===== config.mk =====
export PLATFORM = sky130hd
export DESIGN_NAME = arrow_lane_sequencer
export DESIGN_NICKNAME = d
export VERILOG_FILES = /design/src/rtl/arrow_lane_sequencer.sv
export SDC_FILE = /design/constraint.sdc
export NUM_CORES = 1
export LEC_CHECK = 0
export CORE_AREA = 2 2 142 144
export DETAILED_ROUTE_END_ITERATION = 10
export DIE_AREA = 0 0 144 146
export HOLD_SLACK_MARGIN = 0.08
export SLEW_MARGIN = 20
export SYNTH_ARGS = -nofsm -noshare
export SYNTH_HDL_FRONTEND = slang
export SYNTH_SLANG_ARGS = --single-unit

===== constraint.sdc =====
create_clock -name clock -period 4.88 [get_ports clock]
set_clock_uncertainty 0.15 [all_clocks]
set_input_delay 1.22 -clock clock [delete_from_list [all_inputs] [get_ports clock]]
set_output_delay 1.22 -clock clock [all_outputs]
set_load 0.02 [all_outputs]

===== src/rtl/arrow_lane_sequencer.sv =====
// arrow_lane_sequencer
// Per-player scrolling note lane. A 26-slot queue of 3-bit arrow codes
// scrolls one slot per step (slot 0 = top of screen). New arrows enter at
// slot 0 from a one-deep pending register, and button presses are judged
// against the target block around TARGET_SLOT.
//
// State table:
//   state   | meaning
//   --------+-----------------------------------------------------------
//   S_PAUSE | enable=0: step counter, lane, indicator timer frozen; presses
//           | ignored; spawns may still be latched into pending
//   S_RUN   | enable=1: scrolling, spawning and judging active
//
// Ports:
//   clock        single clock
//   reset        synchronous, active-high
//   enable       1 = run, 0 = pause
//   spawn_valid  chart source offers spawn_code
//   spawn_code   arrow code (001 up, 010 left, 011 down, 100 right, 110 shake)
//   spawn_ready  pending register empty
//   press_valid  one-cycle debounced press pulse
//   press_code   pressed lane, same encoding as spawn_code
//   step         one-cycle pulse on each scroll step
//   arrow_array  slot i at bits [3i+2:3i]
//   indicator    11 excellent, 10 good, 01 bad, 00 none
//   score        saturating score
//   miss_count   saturating miss count
module arrow_lane_sequencer #(
    parameter int TICK_DIV    = 1666666,
    parameter int HOLD_STEPS  = 8,
    parameter int TARGET_SLOT = 23
) (
    input  logic        clock,
    input  logic        reset,
    input  logic        enable,
    input  logic        spawn_valid,
    input  logic [2:0]  spawn_code,
    output logic        spawn_ready,
    input  logic        press_valid,
    input  logic [2:0]  press_code,
    output logic        step,
    output logic [77:0] arrow_array,
    output logic [1:0]  indicator,
    output logic [15:0] score,
    output logic [7:0]  miss_count
);

    localparam int CW = $clog2(TICK_DIV);
    localparam int TW = $clog2(HOLD_STEPS + 1);
    localparam logic [CW-1:0] CNT_LOAD  = CW'(TICK_DIV - 1);
    localparam logic [TW-1:0] HOLD_LOAD = TW'(HOLD_STEPS);

    typedef enum logic {
        S_PAUSE = 1'b0,
        S_RUN   = 1'b1
    } state_t;

    state_t state_q, state_d;
    logic   run;
    logic   step_now;

    logic [CW-1:0] cnt_q, cnt_d;
    logic [77:0]   lane_q, lane_d;
    logic          pend_v_q, pend_v_d;
    logic [2:0]    pend_code_q, pend_code_d;
    logic [1:0]    ind_q, ind_d;
    logic [TW-1:0] tmr_q, tmr_d;
    logic [15:0]   score_q, score_d;
    logic [7:0]    miss_q, miss_d;

    logic       hit;
    logic [4:0] hit_idx;
    logic [4:0] clr_idx;
    logic [1:0] judge;
    logic       press_act;
    logic       miss;
    logic [2:0] head;
    logic [16:0] score_sum;

    function automatic logic [2:0] legal_code(input logic [2:0] c);
        case (c)
            3'b001, 3'b010, 3'b011, 3'b100, 3'b110: return c;
            default:                                return 3'b000;
        endcase
    endfunction

    // Mode register. run is taken from the next state so that the lane
    // reacts to enable in the same cycle it changes.
    always_ff @(posedge clock) begin
        if (reset) state_q <= S_PAUSE;
        else       state_q <= state_d;
    end

    always_comb begin
        state_d  = state_q;
        run      = 1'b0;
        step_now = 1'b0;
        case (state_q)
            S_PAUSE: if (enable)  state_d = S_RUN;
            S_RUN:   if (!enable) state_d = S_PAUSE;
        endcase
        run      = (state_d == S_RUN);
        // Down-counter: terminal count 0 corresponds to phase TICK_DIV-1.
        step_now = run && (cnt_q == '0) && !reset;
    end

    assign step = step_now;

    // Judgement window search in priority T, T-1, T+1 on pre-shift contents.
    always_comb begin
        hit     = 1'b0;
        hit_idx = 5'(TARGET_SLOT);
        judge   = 2'b01;
        if (press_code != 3'b000) begin
            if (lane_q[3*TARGET_SLOT +: 3] == press_code) begin
                hit     = 1'b1;
                hit_idx = 5'(TARGET_SLOT);
                judge   = 2'b11;
            end else if (lane_q[3*(TARGET_SLOT-1) +: 3] == press_code) begin
                hit     = 1'b1;
                hit_idx = 5'(TARGET_SLOT - 1);
                judge   = 2'b10;
            end else if (lane_q[3*(TARGET_SLOT+1) +: 3] == press_code) begin
                hit     = 1'b1;
                hit_idx = 5'(TARGET_SLOT + 1);
                judge   = 2'b10;
            end
        end
    end

    always_comb begin
        press_act = run && press_valid;
        miss      = step_now && (lane_q[77:75] != 3'b000);
        head      = pend_v_q ? pend_code_q : 3'b000;

        cnt_d = cnt_q;
        if (run) cnt_d = (cnt_q == '0) ? CNT_LOAD : cnt_q - 1'b1;

        lane_d = lane_q;
        if (step_now) lane_d = {lane_q[74:0], head};
        // A matched arrow is cleared where it sits after any shift this cycle.
        clr_idx = hit_idx + {4'b0000, step_now};
        if (press_act && hit) lane_d[3*clr_idx +: 3] = 3'b000;

        pend_v_d    = pend_v_q;
        pend_code_d = pend_code_q;
        if (spawn_valid && !pend_v_q) begin
            pend_v_d    = 1'b1;
            pend_code_d = legal_code(spawn_code);
        end else if (step_now) begin
            pend_v_d = 1'b0;
        end

        // Press result takes precedence over a simultaneous miss.
        ind_d = ind_q;
        tmr_d = tmr_q;
        if (press_act) begin
            ind_d = judge;
            tmr_d = HOLD_LOAD;
        end else if (miss) begin
            ind_d = 2'b01;
            tmr_d = HOLD_LOAD;
        end else if (step_now && (tmr_q != '0)) begin
            tmr_d = tmr_q - 1'b1;
            if (tmr_q == TW'(1)) ind_d = 2'b00;
        end

        score_sum = {1'b0, score_q};
        if (press_act && hit)
            score_sum = {1'b0, score_q} + ((judge == 2'b11) ? 17'd2 : 17'd1);
        score_d = score_sum[16] ? 16'hFFFF : score_sum[15:0];

        miss_d = miss_q;
        if (miss && (miss_q != 8'hFF)) miss_d = miss_q + 8'd1;
    end

    always_ff @(posedge clock) begin
        if (reset) begin
            cnt_q       <= CNT_LOAD;
            lane_q      <= '0;
            pend_v_q    <= 1'b0;
            pend_code_q <= 3'b000;
            ind_q       <= 2'b00;
            tmr_q       <= '0;
            score_q     <= '0;
            miss_q      <= '0;
        end else begin
            cnt_q       <= cnt_d;
            lane_q      <= lane_d;
            pend_v_q    <= pend_v_d;
            pend_code_q <= pend_code_d;
            ind_q       <= ind_d;
            tmr_q       <= tmr_d;
            score_q     <= score_d;
            miss_q      <= miss_d;
        end
    end

    assign spawn_ready = !pend_v_q;
    assign arrow_array = lane_q;
    assign indicator   = ind_q;
    assign score       = score_q;
    assign miss_count  = miss_q;

endmodule


==> results of run 1 <==
critical path, stage by stage:
cell and delay (ns):
clkdlybuf4s50_1 0.47, nor4bb_1 0.31, nand3b_1 0.18, nor4_1 0.37, clkdlybuf4s50_1 0.69
routing by layer:
layer  vias to the layer above  track usage  wire length, microns
li1                       2695            -                     -
met1                      2487       0.2046                  7724
met2                       115       0.2350                  7117
met3                        19      0.04278                   697
met4                         0      0.05343                   282
met5                         -            0                     0
sequential cells by signal (all words and copies together), names as in the netlist:
name,flops
arrow_array,78
cnt_q,21
indicator,2
miss_count,8
pend_code_q,3
pend_v_q,1
score,16
tmr_q,4
synthesized netlist by cell type, drive strengths merged (2+ instances only):
| cell | instances | area share |
|---|---|---|
| nor3 | 23 | 0.020 |
| o211ai | 2 | 0.0026 |
| a221oi | 10 | 0.015 |
| inv | 15 | 0.0097 |
| o2111ai | 2 | 0.0030 |
| ha | 12 | 0.026 |
| and3 | 10 | 0.011 |
| and2 | 2 | 0.0022 |
| a41oi | 4 | 0.0061 |
| nor4 | 9 | 0.011 |
| or2 | 3 | 0.0032 |
| a31oi | 8 | 0.0087 |
| o21ai | 6 | 0.0052 |
| o41ai | 3 | 0.0046 |
| nand3 | 19 | 0.016 |
| buf | 2 | 0.0015 |
| or4b | 2 | 0.0041 |
| and4 | 3 | 0.0046 |
| mux2i | 6 | 0.010 |
| dfxtp | 133 | 0.46 |
| a211oi | 6 | 0.0078 |
| or4 | 5 | 0.0078 |
| a311oi | 8 | 0.012 |
| a31o | 2 | 0.0030 |
| o311ai | 4 | 0.0061 |
| xor2 | 4 | 0.0061 |
| nand4 | 6 | 0.0065 |
| nand2 | 179 | 0.12 |
| nor4b | 3 | 0.0046 |
| a21oi | 82 | 0.071 |
| or3 | 11 | 0.012 |
| nor2 | 36 | 0.023 |
| and3b | 2 | 0.0030 |
| xnor2 | 27 | 0.041 |
| nand3b | 4 | 0.0052 |
| clkbuf | 35 | 0.023 |
| fa | 2 | 0.0069 |
| nor2b | 3 | 0.0032 |
path summary, 6_finish.rpt:
check,slack (ns),cells after the start,startpoint,to
worst max-delay path,0.28,5,enable,step
worst max register to register,1.25,10,cnt_q[17],arrow_array[72]
worst min register to register,0.30,2,pend_code_q[0],pend_code_q[0]
worst min-delay path,0.30,2,pend_code_q[0],pend_code_q[0]
logic make-up (layout without fill, tap and decap cells):
group | after synthesis | after routing | synth area share
and+or+nand+nor | 326 | 326 | 0.2637
AOI/OAI and AO/OA | 141 | 141 | 0.1510
DFF | 133 | 133 | 0.4610
buffers and inverters | 52 | 176 | 0.03401
xor gates and xnor gates | 31 | 31 | 0.04701
adders and majority gates | 14 | 14 | 0.03293
muxes | 6 | 6 | 0.01040
final cells by class:
class / instances / area [sq um] / share of cell area
clock buffer: 20 / 466.7 / 0.05905
clock inverter: 11 / 173.9 / 0.02200
inverter: 15 / 56.30 / 0.007124
multi-input combinational: 518 / 2924 / 0.3700
sequential: 133 / 2663 / 0.3369
tap: 265 / 331.6 / 0.04195
timing repair buffer: 130 / 1289 / 0.1631
power by group:
part	leakage [nW]	internal (mW)	switching, mW
registers	1.07	1.09	0.00680
logic	1.19	0.0346	0.0578
clock network	0.305	0.896	0.496
per-stage QoR:
| step | instance area [sq um] | std cells | hold WS, ns | util | setup slack (ns) |
|---|---|---|---|---|---|
| CTS | 7904 | 1092 | 0.3052 | 0.4088 | 0.2588 |
| floorplan | 5776 | 703 | 0.2821 | - | 0.1741 |
| finish | 7904 | 1092 | 0.3045 | 0.4088 | 0.2810 |
| global route | 7904 | 1092 | 0.3325 | 0.4088 | 0.1020 |
| detailed placement | 7263 | 1061 | 0.2970 | 0.3757 | 0.2636 |
| global placement | 7263 | 1061 | 0.2942 | 0.3757 | 0.3472 |
==> metrics.txt, run 1 <==
Via density=roughly 5; largest net degree at the start of global routing=60; YS warnings=0; Max Fclk=roughly 0.22 GHz; DRC viols=0; worst endpoint required time=between 3 and 4 ns; most frequent cells in the layout=nand2_1, dfxtp_1, clkdlybuf4s50_1, a21oi_1, nor2_1; HPWL after DPL=10770 microns; Fin. Hold Viols=0; sequential area share after synthesis=0.4610; Hold WC Path Type=register to register; core area=about 19000 sq um; DR pass1 iterations=4; fin crit share=0.9424; post-CTS setup buffers=0; Root Buffer=clkbuf_16; crit path max fanout=3; Final Power=2.584 mW; pwr/cell area=326.9 nW/um^2; io pins=117; worst slew slack as a fraction of its limit=0.3625; # hold bufs at CTS=0; Slew Viols, Final=0; commonest non-fill, non-tap cell in the layout=nand2_1; IO buf count=116; synthesized area=between 5000 and 6000 sq um; RSZ-0062 raised after global routing=false; Global Route Usage Sum=0.1528; FFs w/ async S/R, synth=0; first-pass GRT wire length=approximately 26000 microns; Leakage=around 2.6 nW; Cell Rows=51; n_diodes=0; CP endpoint kind=primary output; net count after synthesis=roughly 730; maximum vdd drop=about 0.23 mV; average size of a mapped cell=8.216 sq um; Clock Pin Slew Worst Setup and Hold Paths=approximately 0.060 ns; die area=approximately 21000 sq um; area grow syn2layout=36.85%; wirelength, routed=between 15000 and 20000 microns; maxcap violations=0; Inserted Clock Buffers=17; via count=about 5300; predominant post-synthesis flop cell=dfxtp_1; Post-synth EDFFs=0; Post-DRT Antenna Nets=0; Yosys reg bits=around 130; startpoint types=input pin; Mapped Cells=about 700; worst-skew pair later-pin latency=between 0.4 and 0.5 ns; cts repair resizes=0; initial antenna violation count=0; run status=complete, no violations; number of global-route vias before repair=between 5000 and 6000; Clock Tree Buf Depth=2; GR Overflow Total=0; measured slew at the worst slew-check pin=0.9429 ns; CP Class=input pin to primary output; fin crit period=roughly 4.6 ns; CTS tree=built; H-Tree Depth=4; WP data arrival=between 3 and 4 ns; DR iter-0 viols=around 300; Netlist cell types=52; RD Place Congestion=about 0.78; clk sinks=about 130; Total Neg Setup Slack=0 ns; Initial Util=0.2987; Layout fillers=roughly 1900; Die H=146 microns; nets@finish=840; Finish-stage setup viols=0; share of cells above drive strength 1=0.06892; average wire per standard cell=14.49 microns; Die Wd=144 microns
(Power assumes the default switching activity.)
==> inputs of run 2 (changes only) <==
--- a/config.mk
+++ b/config.mk
@@ -5,10 +5,11 @@
 export SDC_FILE = /design/constraint.sdc
 export NUM_CORES = 1
 export LEC_CHECK = 0
-export CORE_AREA = 2 2 142 144
+export CORE_AREA = 2 2 117 119
 export DETAILED_ROUTE_END_ITERATION = 10
-export DIE_AREA = 0 0 144 146
+export DIE_AREA = 0 0 119 121
 export HOLD_SLACK_MARGIN = 0.08
+export PLACE_DENSITY = 0.7
 export SLEW_MARGIN = 20
 export SYNTH_ARGS = -nofsm -noshare
 export SYNTH_HDL_FRONTEND = slang
==> run 2 against run 1 <==
Cell count fell by 8.3%. Non-clock buffer count decreased by 3. Global-route usage up 6.2 points. Combinational power down 1%. Routed wire length is 4.4% lower. Largest power group unchanged.
==> metrics.txt, run 2 (same netlist as run 1, synthesis figures left out) <==
Final Power=between 2 and 3 mW; register area=roughly 2700 sq um; worst reg2reg setup slack=around 1.3 ns; RD Place Congestion=slightly below 0.9; max FFs per register=78; io pins=about 120; Die Wd=between 100 and 150 microns; pwr/cell area=between 300 and 400 nW/um^2; maxcap violations=0; Fin. Hold Viols=0; Hold Crit Start=pend_code_q[0]; Finish-stage setup viols=0; fin crit share=0.9316; post-CTS setup buffers=0; IO buf count=roughly 120; nets@finish=837; die area=14400 sq um; Initial Util=0.4414; Layout fillers=roughly 1100; CP most frequent cell=clkdlybuf4s50_1; average wire per standard cell=around 15 microns; CP endpoint kind=primary output; WP data arrival=3.18 ns; worst-skew pair later-pin latency=around 0.42 ns; measured slew at the worst slew-check pin=0.8481 ns; wirelength, routed=between 15000 and 20000 microns; run status=complete, no violations; Die H=between 100 and 150 microns; DR iter-0 viols=around 440; Cell Rows=42; crit path max fanout=3; hold depth=2; DRC viols=0; Via density=5.470; Critical R2R Launch=cnt_q[17]; share of cells above drive strength 1=0.06545; Global Route Usage Sum=0.2152; Post-DRT Antenna Nets=0; startpoint types=input pin; Clock Tree Buf Depth=2; CP Class=input pin to primary output; via count=5475; Leakage=about 2.5 nW; clk sinks=between 100 and 150; commonest non-fill, non-tap cell in the layout=nand2_1; area of the multi-input gates=slightly below 3000 sq um; number of global-route vias before repair=about 5200; HPWL after DPL=between 10000 and 15000 microns; area grow syn2layout=34.19%; worst endpoint required time=~3.5 ns; crit-path leading delay family=buffers and inverters; Worst Reg2Reg Path Length in Cells=10; core area=~13000 sq um; Hold WC Path Type=register to register; hold endpoint=pend_code_q[0]; H-Tree Depth=4; Crit path largest cell delay=a little under 0.7 ns; crit path buf inv count=2; Slowest-stage cell, CP=clkdlybuf4s50_1; GR Overflow Total=0; Inserted Clock Buffers=17; DR pass1 iterations=7; most frequent cells in the layout=nand2_1, dfxtp_1, clkdlybuf4s50_1, a21oi_1, nor2_1; CTS tree=built; fin crit period=~4.5 ns; Clock Pin Slew Worst Setup and Hold Paths=around 0.06 ns; maximum vdd drop=around 0.19 mV; Root Buffer=clkbuf_16; worst slew slack as a fraction of its limit=0.4266; Max Fclk=roughly 0.22 GHz; Slew Viols, Final=0; # hold bufs at CTS=0; initial antenna violation count=0; RSZ-0062 raised after global routing=false; cts repair resizes=0; n_diodes=0; Total Neg Setup Slack=0 ns; largest net degree at the start of global routing=64; critical-path cell list=clkdlybuf4s50_1 > nor4bb_1 > nand3b_1 > nor4_1 > clkdlybuf4s50_1; reg-to-reg endpoint=arrow_array[74]; first-pass GRT wire length=roughly 25000 microns
run 2: layout make-up:
type	count	area share
sequential	133	0.3436
tap	176	0.02841
multi-input combinational	518	0.3773
inverter	15	0.007265
timing repair buffer	127	0.1618
clock inverter	12	0.02276
clock buffer	20	0.05893
run 2: per-layer routing:
metal | track usage | part of all wire | wire length [microns] | up-vias
met3 | 0.06391 | 0.078 | 1187 | 32
met1 | 0.2688 | 0.44 | 6687 | 2552
met2 | 0.3402 | 0.46 | 6929 | 201
li1 | - | - | - | 2690
met5 | 0 | 0 | 0 | -
met4 | 0.1049 | 0.021 | 325 | 0
run 2: worst max path at each step:
stage / startpoint / endpoint / depth (start not counted)
3_3_place_gp: enable / step / 5
4_1_cts: enable / step / 5
2_1_floorplan: enable / arrow_array[72] / 9
3_5_place_dp: enable / step / 5
5_1_grt: enable / step / 5
6_report: enable / step / 5
run 2: report_power, final:
| group | total [mW] | internal (mW) | switching (mW) |
|---|---|---|---|
| Combinational | 0.0912 | 0.0343 | 0.0569 |
| Clock | 1.36 | 0.882 | 0.474 |
| Sequential | 1.10 | 1.09 | 0.00724 |
| Total | 2.55 | 2.01 | 0.538 |
run 2: stage by stage:
step / hold WS [ns] / worst slack, ns / cells / util / area (sq um)
3_5_place_dp: 0.3010 / 0.3542 / 969 / 0.5439 / 7117
4_1_cts: 0.3117 / 0.3381 / 1001 / 0.5923 / 7750
5_1_grt: 0.3255 / 0.09144 / 1001 / 0.5923 / 7750
6_report: 0.3067 / 0.3336 / 1001 / 0.5923 / 7750
3_3_place_gp: 0.2969 / 0.3882 / 969 / 0.5439 / 7117
2_1_floorplan: 0.2821 / 0.1741 / 703 / - / 5776
run 2: worst reg2reg max path: cells and delay by family, from the launching register on:
kind | cells | cell delay, ns
fa+ha+maj | 2 | 0.74
compound gates | 3 | 0.46
flops | 1 | 0.33
buf+inv | 2 | 0.42
simple gates | 3 | 1.36
==> inputs of run 3 (changes only) <==
--- a/config.mk
+++ b/config.mk
@@ -8,8 +8,8 @@
 export CORE_AREA = 2 2 117 119
 export DETAILED_ROUTE_END_ITERATION = 10
 export DIE_AREA = 0 0 119 121
+export DONT_BUFFER_PORTS = 1
 export HOLD_SLACK_MARGIN = 0.08
-export PLACE_DENSITY = 0.7
 export SLEW_MARGIN = 20
 export SYNTH_ARGS = -nofsm -noshare
 export SYNTH_HDL_FRONTEND = slang
==> run 3 against run 2 <==
Critical path type unchanged. Largest power group unchanged. Register-to-register slack got worse by 0.15 ns. Highest routed layer unchanged. Largest cell class unchanged. First-iteration DRC count decreased by 25%. Count of clock-buffer cells in the layout increased by 1.
==> metrics.txt, run 3 (same netlist as run 1, synthesis figures left out) <==
DR pass1 iterations=4; measured slew at the worst slew-check pin=1.079 ns; WP data arrival=2.61 ns; Slew Viols, Final=0; Die H=121 microns; worst-skew pair later-pin latency=a little over 0.4 ns; Max Fclk=approximately 0.25 GHz; GRT met3 Usage=0.08835; Sw Share=0.2112; GR peak layer=met2; CP endpoint kind=primary output; n_diodes=0; maxcap violations=0; Hold WC Path Type=register to register; RSZ-0062 raised after global routing=false; nets@finish=between 700 and 800; worst slew slack as a fraction of its limit=0.2715; Global Route Usage Sum=0.2038; fin crit share=0.8151; run status=complete, no violations; P_sw=between 0.5 and 0.6 mW; HPWL after DPL=approximately 9600 microns; wirelength, routed=14160 microns; clk sinks=approximately 130; first-pass GRT wire length=23630 microns; initial antenna violation count=0; Fin. Hold Viols=0; crit path max fanout=9; Clock Tree Buf Depth=2; Root Buffer=clkbuf_16; met1 Use GR=0.2456; Flop pwr share=0.446; Via density=around 5.6; area grow syn2layout=13.00%; worst reg2reg setup slack=1.15 ns; commonest non-fill, non-tap cell in the layout=nand2_1; via count=approximately 5000; # hold bufs at CTS=0; die area=about 14000 sq um; IO buf count=0; Leakage=~2.1 nW; pwr/cell area=378.5 nW/um^2; GR Overflow Total=0; worst endpoint required time=between 3 and 4 ns; io pins=approximately 120; largest net degree at the start of global routing=~120; post-CTS setup buffers=0; Fin Hold WS=0.3125 ns; number of global-route vias before repair=4813; Layout fillers=1258; clock share of power=0.530; CTS tree=built; CP Class=input pin to primary output; cts repair resizes=0; fin crit period=~4.0 ns; Total Neg Setup Slack=0 ns; most frequent cells in the layout=nand2_1, dfxtp_1, a21oi_1, nor2_1, xnor2_1; Cell Rows=42; share of cells above drive strength 1=0.06809; core area=between 10000 and 15000 sq um; DR iter-0 viols=333; Inserted Clock Buffers=17; H-Tree Depth=4; Int Power=around 2 mW; Finish-stage setup viols=0; startpoint types=input pin; RD Place Congestion=between 0.8 and 0.9; register area=roughly 2700 sq um; Die Wd=between 100 and 150 microns; max FFs per register=78; Initial Util=0.4414; maximum vdd drop=about 0.2 mV; area of the multi-input gates=roughly 2900 sq um; average wire per standard cell=about 16 microns; power share of the combinational group=0.023; DRC viols=0; Post-DRT Antenna Nets=0; global-route met2 utilization=0.3175; Clock Pin Slew Worst Setup and Hold Paths=about 0.06 ns
run 3: changes by cell type in the layout (fill, tap and decap cells not counted), sizes merged:
cell,delta
clkdlybuf4s50,-115
bufinv,-1
clkbuf,+1
buf,-5
run 3: power groups by stage:
stage	Combinational (mW)	Sequential, mW	Clock [mW]
2_1_floorplan	0.0597	1.12	0
3_3_place_gp	0.0549	1.13	0
3_5_place_dp	0.0573	1.13	0
4_1_cts	0.0579	1.10	1.34
5_1_grt	0.0659	1.10	1.38
6_report	0.0578	1.10	1.31
run 3: per-layer routing:
| layer | up-vias | part of all wire |
|---|---|---|
| met1 | 2298 | 0.43 |
| met4 | 0 | 0.020 |
| met3 | 23 | 0.078 |
| li1 | 2450 | - |
| met2 | 127 | 0.47 |
| met5 | - | 0 |
run 3: through the flow:
step	cell area, sq um	cells	util	setup slack [ns]	total power [mW]
floorplan	5776	703	-	0.1741	1.184
global placement	5916	849	0.4521	0.8555	1.180
detailed placement	5916	849	0.4521	0.8022	1.183
CTS	6526	881	0.4988	0.9358	2.498
global route	6526	881	0.4988	0.7650	2.547
finish	6526	881	0.4988	0.9024	2.470
run 3: final timing paths:
kind	startpoint	end	depth (start not counted)
setup / recovery	enable	step	4
setup reg to reg	cnt_q[17]	arrow_array[73]	9
hold / removal	pend_code_q[2]	pend_code_q[2]	2
hold reg to reg	pend_code_q[2]	pend_code_q[2]	2
run 3: layout make-up:
class,count,area share
clock buffers,21,0.07055
inverters,15,0.008627
clock inverters,11,0.02301
multi-input cells,518,0.4480
well taps,176,0.03374
flip-flops and latches,133,0.4080
repair buffers,7,0.008052
run 3: worst max-delay path, stage by stage:
cell      delay, ns
nor4bb_1       0.38
nand3b_1       0.19
nor4_1         0.55
buf_4          0.27
